**src/rtl/timer_counter.sv**
```systemverilog
// Memory-mapped count-down timer with CTRL/PRESET/COUNT registers and a maskable interrupt.
// Word writes only; reads are combinational from the current register values.
module timer_counter #(
  parameter logic [31:0] BASE = 32'h0000_7f00
) (
  input  logic        clk,
  input  logic        reset,
  input  logic [31:0] addr,
  input  logic [3:0]  byteen,
  input  logic [31:0] wdata,
  output logic [31:0] rdata,
  output logic        irq
);

  localparam int unsigned DW = 32;
  localparam int unsigned CW = 4;

  typedef enum logic [1:0] {
    ST_IDLE = 2'd0,
    ST_LOAD = 2'd1,
    ST_CNT  = 2'd2,
    ST_INT  = 2'd3
  } state_e;

  state_e          state_q, state_d;
  logic [CW-1:0]   ctrl_q, ctrl_d;
  logic [DW-1:0]   preset_q, preset_d;
  logic [DW-1:0]   count_q, count_d;
  logic            irq_flag_q, irq_flag_d;

  logic            sel, wr, wr_ctrl, wr_preset;
  logic            en, auto_reload;
  logic            unused_addr_lo;

  assign unused_addr_lo = ^addr[1:0];

  assign sel       = (addr[31:4] == BASE[31:4]) && (addr[3:2] != 2'b11);
  assign wr        = sel && (byteen == 4'b1111);
  assign wr_ctrl   = wr && (addr[3:2] == 2'b00);
  assign wr_preset = wr && (addr[3:2] == 2'b01);

  assign en          = ctrl_q[0];
  assign auto_reload = (ctrl_q[2:1] == 2'b01);

  // State and register file
  always_ff @(posedge clk or negedge reset) begin
    if (!reset) begin
      state_q    <= ST_IDLE;
      ctrl_q     <= '0;
      preset_q   <= '0;
      count_q    <= '0;
      irq_flag_q <= 1'b0;
    end else begin
      state_q    <= state_d;
      ctrl_q     <= ctrl_d;
      preset_q   <= preset_d;
      count_q    <= count_d;
      irq_flag_q <= irq_flag_d;
    end
  end

  // Next-state logic
  always_comb begin
    state_d = state_q;
    case (state_q)
      ST_IDLE: if (en) state_d = ST_LOAD;
      ST_LOAD: state_d = ST_CNT;
      ST_CNT: begin
        if (!en)                     state_d = ST_IDLE;
        else if (count_q <= DW'(1))  state_d = ST_INT;
      end
      ST_INT:  state_d = ST_IDLE;
      default: state_d = ST_IDLE;
    endcase
  end

  // Register updates; CPU writes are applied last so they win over FSM side effects
  always_comb begin
    ctrl_d     = ctrl_q;
    preset_d   = preset_q;
    count_d    = count_q;
    irq_flag_d = irq_flag_q;
    case (state_q)
      ST_LOAD: count_d = preset_q;
      ST_CNT: begin
        if (en) begin
          if (count_q > DW'(1)) begin
            count_d = count_q - DW'(1);
          end else begin
            count_d    = '0;
            irq_flag_d = 1'b1;
          end
        end
      end
      ST_INT: begin
        if (auto_reload) irq_flag_d = 1'b0;
        else             ctrl_d[0]  = 1'b0;
      end
      default: ;
    endcase
    if (wr_ctrl) begin
      ctrl_d     = wdata[CW-1:0];
      irq_flag_d = 1'b0;
    end
    if (wr_preset) begin
      preset_d   = wdata;
      irq_flag_d = 1'b0;
    end
  end

  // Read mux and interrupt output
  always_comb begin
    rdata = '0;
    if (sel) begin
      case (addr[3:2])
        2'b00:   rdata = {{(DW-CW){1'b0}}, ctrl_q};
        2'b01:   rdata = preset_q;
        2'b10:   rdata = count_q;
        default: rdata = '0;
      endcase
    end
    irq = irq_flag_q & ctrl_q[3];
  end

endmodule

```
**config.mk**
```make
export PLATFORM = sky130hd
export DESIGN_NAME = timer_counter
export DESIGN_NICKNAME = d
export VERILOG_FILES = /design/src/rtl/timer_counter.sv
export SDC_FILE = /design/constraint.sdc
export NUM_CORES = 1
export LEC_CHECK = 0
export CAP_MARGIN = 40
export CELL_PAD_IN_SITES_DETAIL_PLACEMENT = 1
export CELL_PAD_IN_SITES_GLOBAL_PLACEMENT = 2
export CORE_MARGIN = 8
export CORE_UTILIZATION = 30
export DETAILED_ROUTE_END_ITERATION = 12
export GPL_ROUTABILITY_DRIVEN = 0
export PLACE_DENSITY = 0.88
export SYNTH_ARGS = -nofsm -noshare
export SYNTH_HDL_FRONTEND = slang
export SYNTH_SLANG_ARGS = --single-unit
export TNS_END_PERCENT = 100
```
**constraint.sdc**
```tcl
create_clock -name clk -period 2.8 [get_ports clk]
set_clock_uncertainty 0.15 [all_clocks]
set_input_delay 0.42 -clock clk [delete_from_list [all_inputs] [get_ports clk]]
set_output_delay 0.42 -clock clk [all_outputs]
set_load 0.02 [all_outputs]
```
==> results of run 1 <==
==> power by group through the flow <==
stage	registers, W	logic (W)	clock network (W)
final	0.00103	0.000160	0.00135
after global routing	0.00103	0.000173	0.00142
after CTS	0.00103	0.000160	0.00137
after detailed placement	0.00104	0.000157	0
after global placement	0.00104	0.000154	0
after floorplan	0.00105	0.0000214	0
==> layer usage <==
layer / share of wire, % / vias up / wire, um
met1: 44 / 2106 / 6900
met3: 5.1 / 17 / 788
met4: 1.8 / 0 / 282
met5: 0 / - / 0
met2: 49 / 128 / 7590
li1: - / 1930 / -
==> area by class of cell <==
class	count	area, um^2
Clock buffer	10	239
Clock inverter	6	108
Fill cell	1531	7600
Inverter	8	30.0
Multi-Input combinational cell	319	2280
Sequential cell	71	1780
Tap cell	180	225
Timing Repair Buffer	154	1450
==> kinds of logic (layout without fill, tap and decap cells) <==
group,after synthesis,in the layout,synth area share (%)
fa+ha+maj,2,2,0.602
compound gates,112,112,20.4
buf+inv,44,178,4.30
flops,71,71,42.7
simple gates,165,165,21.2
mux,40,40,10.7
==> what timing repair did <==
| item | CTS | global route |
|---|---|---|
| pin swaps | 2 | 1 |
| setup buffers | 0 | 3 |
| hold buffers | 1 | 0 |
| hold endpoints to repair | 71 | 0 |
| gates cloned | 0 | 5 |
| endpoints found under the setup margin | 67 | 76 |
| gates resized for setup | 136 | 39 |
==> Yosys cell counts (3+ instances only) <==
cell / n / area share [%]
sky130_fd_sc_hd__dfrtp_1: 71 / 43
sky130_fd_sc_hd__nor2_1: 48 / 4.3
sky130_fd_sc_hd__a22oi_1: 40 / 7.2
sky130_fd_sc_hd__mux2_2: 29 / 7.9
sky130_fd_sc_hd__clkbuf_1: 25 / 2.3
sky130_fd_sc_hd__nand2_1: 21 / 1.9
sky130_fd_sc_hd__nand3_1: 20 / 2.4
sky130_fd_sc_hd__a21oi_1: 13 / 1.6
sky130_fd_sc_hd__nand4_1: 13 / 2.0
sky130_fd_sc_hd__nor4_1: 12 / 1.8
sky130_fd_sc_hd__nor3_1: 10 / 1.2
sky130_fd_sc_hd__o211ai_1: 10 / 1.8
sky130_fd_sc_hd__o311ai_0: 9 / 1.9
sky130_fd_sc_hd__inv_1: 7 / 0.63
sky130_fd_sc_hd__mux2_1: 6 / 1.6
sky130_fd_sc_hd__nor2b_1: 6 / 0.90
sky130_fd_sc_hd__o21ai_0: 6 / 0.72
sky130_fd_sc_hd__a221o_1: 5 / 1.2
sky130_fd_sc_hd__buf_1: 5 / 0.45
sky130_fd_sc_hd__buf_2: 5 / 0.60
sky130_fd_sc_hd__mux2i_1: 5 / 1.2
sky130_fd_sc_hd__or4_1: 5 / 0.90
sky130_fd_sc_hd__a31oi_1: 4 / 0.60
sky130_fd_sc_hd__and3_1: 4 / 0.60
sky130_fd_sc_hd__or3_1: 4 / 0.60
sky130_fd_sc_hd__nand2b_1: 3 / 0.45
sky130_fd_sc_hd__o31ai_1: 3 / 0.54
==> per-stage QoR <==
| stage | TNS (ns) | setup slack [ns] | std cells | instance area, um^2 | utilization [%] |
|---|---|---|---|---|---|
| after detailed placement | -31.23 | -0.548 | 723 | 5620 | 41.0 |
| after floorplan | 0 | 0.169 | 434 | 4160 | - |
| after global routing | -0.00791 | -0.00232 | 748 | 6120 | 44.6 |
| after global placement | -26.10 | -0.481 | 723 | 5620 | 41.0 |
| final | 0 | 0.0825 | 748 | 6120 | 44.6 |
| after CTS | 0 | 0.0245 | 740 | 5850 | 42.7 |
==> critical path: stages <==
cell                              delay [ns]
sky130_fd_sc_hd__clkdlybuf4s50_1        0.41
sky130_fd_sc_hd__nor2_1                 0.11
sky130_fd_sc_hd__nand4_1                0.11
sky130_fd_sc_hd__a2111o_2               0.58
sky130_fd_sc_hd__buf_12                 0.19
sky130_fd_sc_hd__nor4b_4                0.26
sky130_fd_sc_hd__buf_6                  0.19
sky130_fd_sc_hd__clkbuf_16              0.18
sky130_fd_sc_hd__mux2_2                 0.34
==> registers in the layout, summed over array words and instances (netlist names) <==
signal      cells
ctrl_q          4
count_q        32
preset_q       32
state_q         2
irq_flag_q      1
==> worst paths after layout <==
path / cells after the start / startpoint / slack, ns / endpoint
worst min-delay path: 1 / preset_q[13] / 0.37 / preset_q[13]
worst min register to register: 1 / preset_q[13] / 0.37 / preset_q[13]
worst max-delay path: 9 / addr[6] / 0.08 / preset_q[10]
max in group asynchronous: 3 / reset / 1.71 / preset_q[20]
worst max register to register: 6 / count_q[14] / 0.09 / count_q[5]
min in group asynchronous: 3 / reset / 0.48 / preset_q[5]
==> results, run 1 <==
- The run finished with clean final reports.
- The type of element capturing the critical path is a flop.
- In this run switching power makes up 20.7% of total power.
- The shortest clock period the worst path allows after layout is 2.72 ns.
- The placeable core region is 13700 um^2.
- The share of the Yosys chip area taken by registers is 42.7%.
- The total count of max-transition violations in the final report was 0.
- The number of design rule violations left after detail routing is 0.
- Synthesis instantiated 61 different standard cells from the library.
- The first global-routing pass estimated 24.0 mm of wire.
- The detailed-placement wirelength estimate is 10.3 mm.
- The most common cell after layout, fill and taps aside is sky130_fd_sc_hd__dfrtp_1.
- After clock tree synthesis, the clock-pin slew on the worst setup and hold paths is 0.06 ns.
- The proportion of synthesized flip-flops having asynchronous set or reset is 100%.
- The count of mapped cells out of synthesis is 434.
- The initial antenna violation count is 0.
- The die covers 17900 um^2.
- The final period utilization is 97.1%.
- The floorplan step set the die width to 134 um.
- The number of global-route vias before repair is 4532.
- The count of inserted antenna diode cells is 0.
- For this run, the top clock speed supported by timing is 0.368 GHz.
- The synthesized area is 4160 um^2.
- The length of the first detailed-routing pass in iterations is 4.
- The startpoint type of the worst setup path is a primary input.
- The total clock buffers created by CTS is 9.
- The sum of overflow across all layers after global routing is 0.
- The standard-cell row count is 43.
- The TritonCTS sink count is 71.
- During synthesis, Yosys emitted a total of 0 warnings.
- In the final design database the tool counted 635 nets.
- In the layout the commonest cells are sky130_fd_sc_hd__dfrtp_1, sky130_fd_sc_hd__buf_4, sky130_fd_sc_hd__clkdlybuf4s50_1.
- Synthesis produced a netlist with a net count of 506.
- The CTS tree is done.
- The met3 demand-to-capacity share in global routing is 4.41%.
- The areal power density over the cells is 415 nW/um^2.
- Entering global routing, the biggest net connects 72 pins.
- The count of nets left with antenna violations once routing finished came out at 0.
- Registers are responsible for 40.5% of the overall power.
- For this block, the routed nets add up to 15.6 mm of wire.
- The total number of vias is 4181.
- The biggest fanout along the worst timing path is 8.
- The average wire length per cell after detail routing is 20.8 um.
- The leakage power summed over all cells is 2.86 nW.
- The number of hold violations in the final report was 0.
- After synthesis, the mean cell area works out to 9.58 um^2.
- Cell internal power was estimated by the tool at 0.00201 W.
- Global routing used 16.5% of the available tracks.
- The worst-case vdd ir drop is 0.261 mV.
- For the pin with the worst max-slew slack, the measured transition is 0.530 ns.
- The signal arrival time at the worst endpoint is 2.80 ns.
- The most instantiated flip-flop cell in the synthesis netlist is sky130_fd_sc_hd__dfrtp_1.
- CTS placed an instance of sky130_fd_sc_hd__clkbuf_16 at the clock tree root.
- Once the floorplan was initialized, standard cells occupied 30.3% of the core.
- The peak-usage layer in the global routing report is met2.
- The floorplan step set the die height to 134 um.
- The register bit count reported by yosys is 71.
- Setup repair after global routing could not meet its margin everywhere.
- In the global route stage, met1 resource usage came out at 20.5%.
- Setup violations remaining at the end of the flow were counted as 0.
- The number of flops mapped to enable cells by yosys is 0.
- The required arrival time at the worst endpoint is 2.88 ns.
- The tightest min-delay check is of the flop to flop type.
- The DRC marker count from the first detailed-route iteration is 266.
- The tool flagged a number of max-cap violations equal to 0.
- The count of buffers added on input and output ports is 100.
- The part of the total power dissipated in combinational logic is 6.3%.
- For this design the total switching power over the nets is 0.000524 W.
- Compared with the post-synthesis result, the final layout area differs by 47.2%.
- The clock tree buffer depth is 2.
- The via density per instance is 5.59.
- Hold is met by 0.370 ns.
- The startpoint-to-endpoint class of the critical path is primary input to flop.
- The remaining max-slew budget at the tightest pin is 64.3%.
- The fraction of layout cells with a size suffix above 1 is 26.8%.
- The met2 track utilization from global routing is 27.5%.
- The count of pins on the block boundary is 103.
- In this run the number of H-tree levels came out at 3.
- At the later pin of the worst-skew pair, clock insertion delay measures 0.35 ns.
- Per report_power, the clock group accounts for 53.2% of the total.
- Power comes to 0.00254 W.
Power figures use the tool's default switching activity.
==> run 2, diff against run 1 <==
- CAP_MARGIN: 40 -> 20
- GPL_ROUTABILITY_DRIVEN: 0 -> 1
==> run 2 against run 1 <==
Effect of this change: core utilization decreased by 0.45 points; critical endpoint is now preset_q[22]; count of clock-buffer cells in the layout increased by 2; combinational power about the same.
==> results, run 2 (same netlist as run 1, synthesis figures left out) <==
- Outcome: finished, final reports clean (unchanged).
- The total number of vias is 4169 (was 4181).
- The areal power density over the cells is 361 nW/um^2 (was 415 nW/um^2).
- The placeable core region was 13700 um^2 (unchanged).
- Commonest cells after routing, fill and taps aside: sky130_fd_sc_hd__dfrtp_1, sky130_fd_sc_hd__clkdlybuf4s50_1, sky130_fd_sc_hd__nor2_1 (was sky130_fd_sc_hd__dfrtp_1, sky130_fd_sc_hd__buf_4, sky130_fd_sc_hd__clkdlybuf4s50_1).
- The clock tree buffer depth is 2 (unchanged).
- The DRC marker count from the first detailed-route iteration was 323 (was 266).
- The aggregate global-route resource usage is 16.4% (was 16.5%).
- The average wire length per cell after detail routing came to 21.1 um (was 20.8 um).
- The number of hold violations in the final report came to 0 (unchanged).
- The worst-case vdd ir drop came to 0.245 mV (was 0.261 mV).
- The area overhead of the layout relative to synthesis is 45.7% (was 47.2%).
- The standard-cell row count was 43 (unchanged).
- The largest net degree at the start of global routing was 72 (unchanged).
- The upper clock frequency limit came to 0.364 GHz (was 0.368 GHz).
- The CTS tree is done (unchanged).
- The shortest clock period the worst path allows after layout is 2.75 ns (was 2.72 ns).
- The count of cells along the worst hold path is 2 (was 1).
- The leakage power summed over all cells is 2.84 nW (was 2.86 nW).
- The met3 demand-to-capacity share in global routing is 3.77% (was 4.41%).
- The most common cell after layout, fill and taps aside was sky130_fd_sc_hd__dfrtp_1 (unchanged).
- The peak per-stage delay on the critical path is 0.50 ns (was 0.58 ns).
- The total clock buffers created by CTS is 9 (unchanged).
- The count of pins on the block boundary is 103 (unchanged).
- The part of the total power dissipated in combinational logic is 7.4% (was 6.3%).
- The first-pass GRT wire length is 23.9 mm (was 24.0 mm).
- The biggest fanout along the worst timing path is 8 (unchanged).
- Critical-path cell list: clkdlybuf4s50_1 -> nor4_2 -> nand4_1 -> a2111o_2 -> buf_12 -> nor4b_4 -> buf_6 -> clkbuf_16 -> mux2_4 (was clkdlybuf4s50_1 -> nor2_1 -> nand4_1 -> a2111o_2 -> buf_12 -> nor4b_4 -> buf_6 -> clkbuf_16 -> mux2_2).
- The cell count of the worst reg-to-reg path came to 6 (unchanged).
- The later-pin clock latency in the skew report is 0.33 ns (was 0.35 ns).
- The number of failing setup endpoints in the final timing report is 0 (unchanged).
- The length of the first detailed-routing pass in iterations is 4 (unchanged).
- The startpoint type of the worst setup path was a primary input (unchanged).
- The clock transition at the register clock pins on the worst setup and hold paths after CTS was 0.05 ns (was 0.06 ns).
- The cell type group with the largest total delay on the critical path is buffers and inverters (unchanged).
- The fraction of layout cells with a size suffix above 1 was 26.0% (was 26.8%).
- The via density per instance is 5.60 (was 5.59).
- The remaining max-slew budget at the tightest pin is 65.3% (was 64.3%).
- The signal arrival time at the worst endpoint was 2.81 ns (was 2.80 ns).
- The switching part of the total power is 21.9% (was 20.7%).
- The die outline area came to 17900 um^2 (unchanged).
- The TritonCTS sink count was 71 (unchanged).
- The type of element capturing the critical path is a flop (unchanged).
- The total placed instance area came to 5620 um^2 (unchanged).
- The met2 track utilization from global routing was 27.4% (was 27.5%).
- Leading registers by flop count: count_q x32, preset_q x32, ctrl_q x4 (unchanged).
- The power spent charging and discharging nets was 0.000479 W (was 0.000524 W).
- The count of nets after finishing is 634 (was 635).
- The final design area excluding fillers is 6060 um^2 (was 6120 um^2).
- The H-tree depth is 3 (unchanged).
- At the end of routability-driven placement, the weighted congestion stood at 0.883.
- The number of buffers and inverters on the critical path came to 4 (unchanged).
- The proportion of power drawn by the clock network is 45.7% (was 53.2%).
- The slowest cell on the critical path is sky130_fd_sc_hd__a2111o_2 (unchanged).
- The peak-usage layer in the global routing report is met2 (unchanged).
- The reported max-cap violation count is 0 (unchanged).
- The number of design rule violations left after detail routing is 0 (unchanged).
- The startpoint-to-endpoint class of the critical path is primary input to flop (unchanged).
- The initial antenna violation count came to 0 (unchanged).
- The measured slew at the worst slew-check pin is 0.516 ns (was 0.530 ns).
- The internal power component is 0.00171 W (was 0.00201 W).
- The count of port buffers added during placement is 100 (unchanged).
- The total count of max-transition violations in the final report is 0 (unchanged).
- The die extent in y is 134 um (unchanged).
- The portion of total power attributed to sequential cells is 46.9% (was 40.5%).
- The sum of overflow across all layers after global routing was 0 (unchanged).
- The final-layout worst hold slack came to 0.381 ns (was 0.370 ns).
- The chip width is 134 um (unchanged).
- The detailed-placement wirelength estimate is 10.5 mm (was 10.3 mm).
- The fraction of met1 tracks used by global routing was 20.5% (about the same).
- The CTS root buffer was sky130_fd_sc_hd__clkbuf_16 (unchanged).
- The number of global-route vias before repair is 4452 (was 4532).
- The required arrival time at the worst endpoint is 2.86 ns (was 2.88 ns).
- The initial core utilization is 30.3% (unchanged).
- The logic depth of the worst path, buffers included is 9 (unchanged).
- The number of nets with antenna violations after detailed routing came to 0 (unchanged).
- The count of inserted antenna diode cells came to 0 (unchanged).
- The final period utilization was 98.2% (was 97.1%).
- The sum of routed wire length over all layers is 15.7 mm (was 15.6 mm).
- The aggregate negative setup slack is 0 ns (unchanged).
- The type of the tightest min-delay check is flop to flop (unchanged).
run 2: worst min-delay path, delay by kind of cell, from the launching register on:
| kind | cells | cell delay [ns] |
|---|---|---|
| AO/OA/AOI/OAI | 1 | 0.07 |
| flip-flops | 1 | 0.36 |
| AND/OR/NAND/NOR | 1 | 0.06 |
run 2: metrics by stage:
stage | cells | setup WS [ns] | utilization (%) | total power (W)
after global routing | 745 | -0.0358 | 44.1 | 0.00226
after CTS | 738 | 0.0134 | 41.9 | 0.00220
after detailed placement | 723 | -0.564 | 41.0 | 0.00120
after global placement | 723 | -0.472 | 41.0 | 0.00120
after floorplan | 434 | 0.169 | - | 0.00107
final | 745 | 0.0514 | 44.1 | 0.00219
run 2: layout make-up:
class,count,area [um^2]
inverters,8,30.0
multi-input cells,319,2340
well taps,180,225
clock inverters,2,10.0
repair buffers,153,1440
flip-flops and latches,71,1780
fillers,1519,7660
clock buffers,12,236
run 2: power groups by stage:
stage	clock network, W	logic [W]	registers, W
after CTS	0.00102	0.000160	0.00103
after global routing	0.00106	0.000174	0.00103
after floorplan	0	0.0000214	0.00105
after detailed placement	0	0.000157	0.00104
final	0.00100	0.000161	0.00103
after global placement	0	0.000154	0.00104
run 2: routing by layer:
layer	part of all wire (%)	wire length [um]
met5	0	0
met4	1.3	206
met3	5.1	804
met2	49	7650
met1	45	7040
run 2: final timing paths:
kind	startpoint	to	slack, ns
worst max-delay path	addr[22]	preset_q[22]	0.05
worst min-delay path	preset_q[27]	count_q[27]	0.38
worst max register to register	count_q[6]	count_q[7]	0.05
worst min register to register	preset_q[27]	count_q[27]	0.38
max in group asynchronous	reset	preset_q[16]	1.68
min in group asynchronous	reset	preset_q[10]	0.50
run 2: timing repair:
action / 4_1_cts / 5_1_grt
pin swaps: 2 / 4
endpoints found under the setup margin: 67 / 75
hold buffers: 1 / 0
gates cloned: 0 / 5
resized for setup: 133 / 51
endpoints found under the hold margin: 71 / 0
buffers inserted: 0 / 2
==> run 3, diff against run 2 <==
- CORE_ASPECT_RATIO: not set -> 1.75
- TNS_END_PERCENT: 100 -> not set
==> run 3 against run 2 <==
Effect of this change: maximum frequency is 0.26% lower; core utilization up 1.6 points; design area rose by 3.3%; clock power rose by 7%; routed wire length is 9.5% higher; count of clock-buffer cells in the layout grew 4; sequential share of layout area fell by 0.94 points; combinational power grew 3%; final cell count down 0.54%; die area up 0.83%; sequential cell count unchanged.
==> results, run 3 (same netlist as run 1, synthesis figures left out) <==
- The count of port buffers added during placement is 100 (unchanged).
- The DRC marker count from the first detailed-route iteration was 212 (was 323).
- The sum of overflow across all layers after global routing was 0 (unchanged).
- Setup repair after global routing left no endpoint under its margin.
- The type of the tightest min-delay check is flop to flop (unchanged).
- The post-route total power was 0.00226 W (was 0.00219 W).
- The clock tree buffer depth is 2 (unchanged).
- The count of nets after finishing was 631 (was 634).
- The die extent in y is 172 um (was 134 um).
- The final period utilization is 98.4% (was 98.2%).
- The first-pass GRT wire length was 24.4 mm (was 23.9 mm).
- The remaining max-slew budget at the tightest pin is 68.9% (was 65.3%).
- The area of the multi-input gates came to 2400 um^2 (was 2340 um^2).
- The standard-cell row count is 57 (was 43).
- The most common cell after layout, fill and taps aside is sky130_fd_sc_hd__dfrtp_1 (unchanged).
- The number of hold violations in the final report came to 0 (unchanged).
- The via density per instance came to 5.75 (was 5.60).
- The sum of routed wire length over all layers is 17.2 mm (was 15.7 mm).
- The internal power component is 0.00177 W (was 0.00171 W).
- The total number of vias is 4263 (was 4169).
- Outcome: finished, final reports clean (unchanged).
- The switching part of the total power is 21.5% (was 21.9%).
- The later-pin clock latency in the skew report is 0.34 ns (was 0.33 ns).
- Leading registers by flop count: count_q x32, preset_q x32, ctrl_q x4 (unchanged).
- The signal arrival time at the worst endpoint is 2.82 ns (was 2.81 ns).
- Commonest cells after routing, fill and taps aside: sky130_fd_sc_hd__dfrtp_1, sky130_fd_sc_hd__buf_4, sky130_fd_sc_hd__clkdlybuf4s50_1 (was sky130_fd_sc_hd__dfrtp_1, sky130_fd_sc_hd__clkdlybuf4s50_1, sky130_fd_sc_hd__nor2_1).
- The flip-flop and latch area is 1780 um^2 (unchanged).
- The leakage power summed over all cells is 2.86 nW (was 2.84 nW).
- The total count of max-transition violations in the final report is 0 (unchanged).
- The areal power density over the cells came to 361 nW/um^2 (about the same).
- The count of inserted antenna diode cells is 0 (unchanged).
- The die outline area came to 18000 um^2 (was 17900 um^2).
- The number of failing setup endpoints in the final timing report is 0 (unchanged).
- The worst-case vdd ir drop is 0.254 mV (was 0.245 mV).
- The count of cells along the worst hold path is 1 (was 2).
- The fraction of layout cells with a size suffix above 1 came to 28.9% (was 26.0%).
- The final-layout fill cell count is 1541 (was 1519).
- The CTS root buffer is sky130_fd_sc_hd__clkbuf_16 (unchanged).
- The number of global-route vias before repair is 4619 (was 4452).
- The average wire length per cell after detail routing is 23.2 um (was 21.1 um).
- The startpoint of the worst setup timing path was addr[6] (was addr[22]).
- The initial core utilization is 30.4% (was 30.3%).
- The total placed instance area is 5620 um^2 (about the same).
- The proportion of power drawn by the clock network is 47.2% (was 45.7%).
- The chip width came to 105 um (was 134 um).
- The count of pins on the block boundary is 103 (unchanged).
- The aggregate negative setup slack is 0 ns (unchanged).
- The total clock buffers created by CTS came to 9 (unchanged).
- The area overhead of the layout relative to synthesis is 50.5% (was 45.7%).
- The H-tree depth was 3 (unchanged).
- The portion of total power attributed to sequential cells came to 45.4% (was 46.9%).
- The initial antenna violation count was 0 (unchanged).
- The aggregate global-route resource usage is 17.0% (was 16.4%).
- The biggest fanout along the worst timing path is 8 (unchanged).
- The required arrival time at the worst endpoint is 2.87 ns (was 2.86 ns).
- The length of the first detailed-routing pass in iterations is 5 (was 4).
- The measured slew at the worst slew-check pin was 0.462 ns (was 0.516 ns).
- The TritonCTS sink count is 71 (unchanged).
- The final design area excluding fillers was 6260 um^2 (was 6060 um^2).
- The number of nets with antenna violations after detailed routing was 0 (unchanged).
- The cell count of the worst reg-to-reg path is 6 (unchanged).
- The startpoint of the tightest hold check path is preset_q[29] (was preset_q[27]).
- The largest net degree at the start of global routing came to 72 (unchanged).
- The upper clock frequency limit is 0.363 GHz (was 0.364 GHz).
- The part of the total power dissipated in combinational logic was 7.3% (was 7.4%).
- The CTS tree was done (unchanged).
- The power spent charging and discharging nets is 0.000485 W (was 0.000479 W).
- The startpoint-to-endpoint class of the critical path is primary input to flop (unchanged).
- The worst flop-to-flop path startpoint is count_q[14] (was count_q[6]).
- The routability congestion estimate from global placement is 0.858 (was 0.883).
- The number of design rule violations left after detail routing is 0 (unchanged).
- The reported max-cap violation count was 0 (unchanged).
- The startpoint type of the worst setup path was a primary input (unchanged).
- The placeable core region came to 13700 um^2 (about the same).
- The clock transition at the register clock pins on the worst setup and hold paths after CTS is 0.05 ns (about the same).
- The type of element capturing the critical path is a flop (unchanged).
- The detailed-placement wirelength estimate is 11.0 mm (was 10.5 mm).
- The shortest clock period the worst path allows after layout is 2.76 ns (was 2.75 ns).
[run 3: area by class of cell]
cell class | instances | area share [%]
Inverter | 8 | 0.480
Tap cell | 177 | 3.54
Clock buffer | 16 | 4.34
Timing Repair Buffer | 150 | 24.9
Multi-Input combinational cell | 319 | 38.4
Sequential cell | 71 | 28.4
[run 3: critical path: stages]
cell and delay [ns]:
sky130_fd_sc_hd__clkdlybuf4s50_1 0.40, sky130_fd_sc_hd__nor2_1 0.11, sky130_fd_sc_hd__nand4_1 0.12, sky130_fd_sc_hd__a2111o_2 0.60, sky130_fd_sc_hd__buf_12 0.20, sky130_fd_sc_hd__nor4b_4 0.27, sky130_fd_sc_hd__buf_6 0.19, sky130_fd_sc_hd__clkbuf_16 0.19
sky130_fd_sc_hd__mux2_4 0.30
[run 3: path summary, 6_finish.rpt]
check                                    end  slack [ns]
worst min-delay path            preset_q[29]        0.38
worst max-delay path             preset_q[4]        0.04
max in group asynchronous        count_q[23]        1.65
worst min register to register  preset_q[29]        0.38
worst max register to register    count_q[7]        0.05
min in group asynchronous        preset_q[8]        0.50
[run 3: per-layer routing]
metal	wire length [um]	global-route usage, %
met5	0	0
met4	606	7.49
met3	748	3.23
met2	9300	32.0
met1	6540	18.0
[run 3: timing repair]
action / 4_1_cts / 5_1_grt
buffers inserted: 0 / 3
hold endpoints to repair: 50 / 0
setup endpoints to repair: 65 / 69
resized for setup: 148 / 86
cloned: 0 / 7
pin swaps: 3 / 3
hold buffers: 1 / 0
[run 3: power groups by stage]
stage               clock network (W)  logic [W]  registers, W
global placement                    0   0.000157       0.00104
finish                        0.00107   0.000166       0.00103
CTS                           0.00109   0.000164       0.00103
detailed placement                  0   0.000161       0.00104
floorplan                           0  0.0000214       0.00105
global route                  0.00112   0.000177       0.00103
[run 3: metrics by stage]
stage          instances  worst slack, ns  hold slack (ns)  utilization [%]
4_1_cts              731          -0.0126            0.374             42.4
5_1_grt              741          0.00298            0.400             45.7
3_3_place_gp         714           -0.544            0.324             41.1
2_1_floorplan        434            0.169          -0.0256                -
3_5_place_dp         714           -0.580            0.338             41.1
6_report             741           0.0441            0.383             45.7
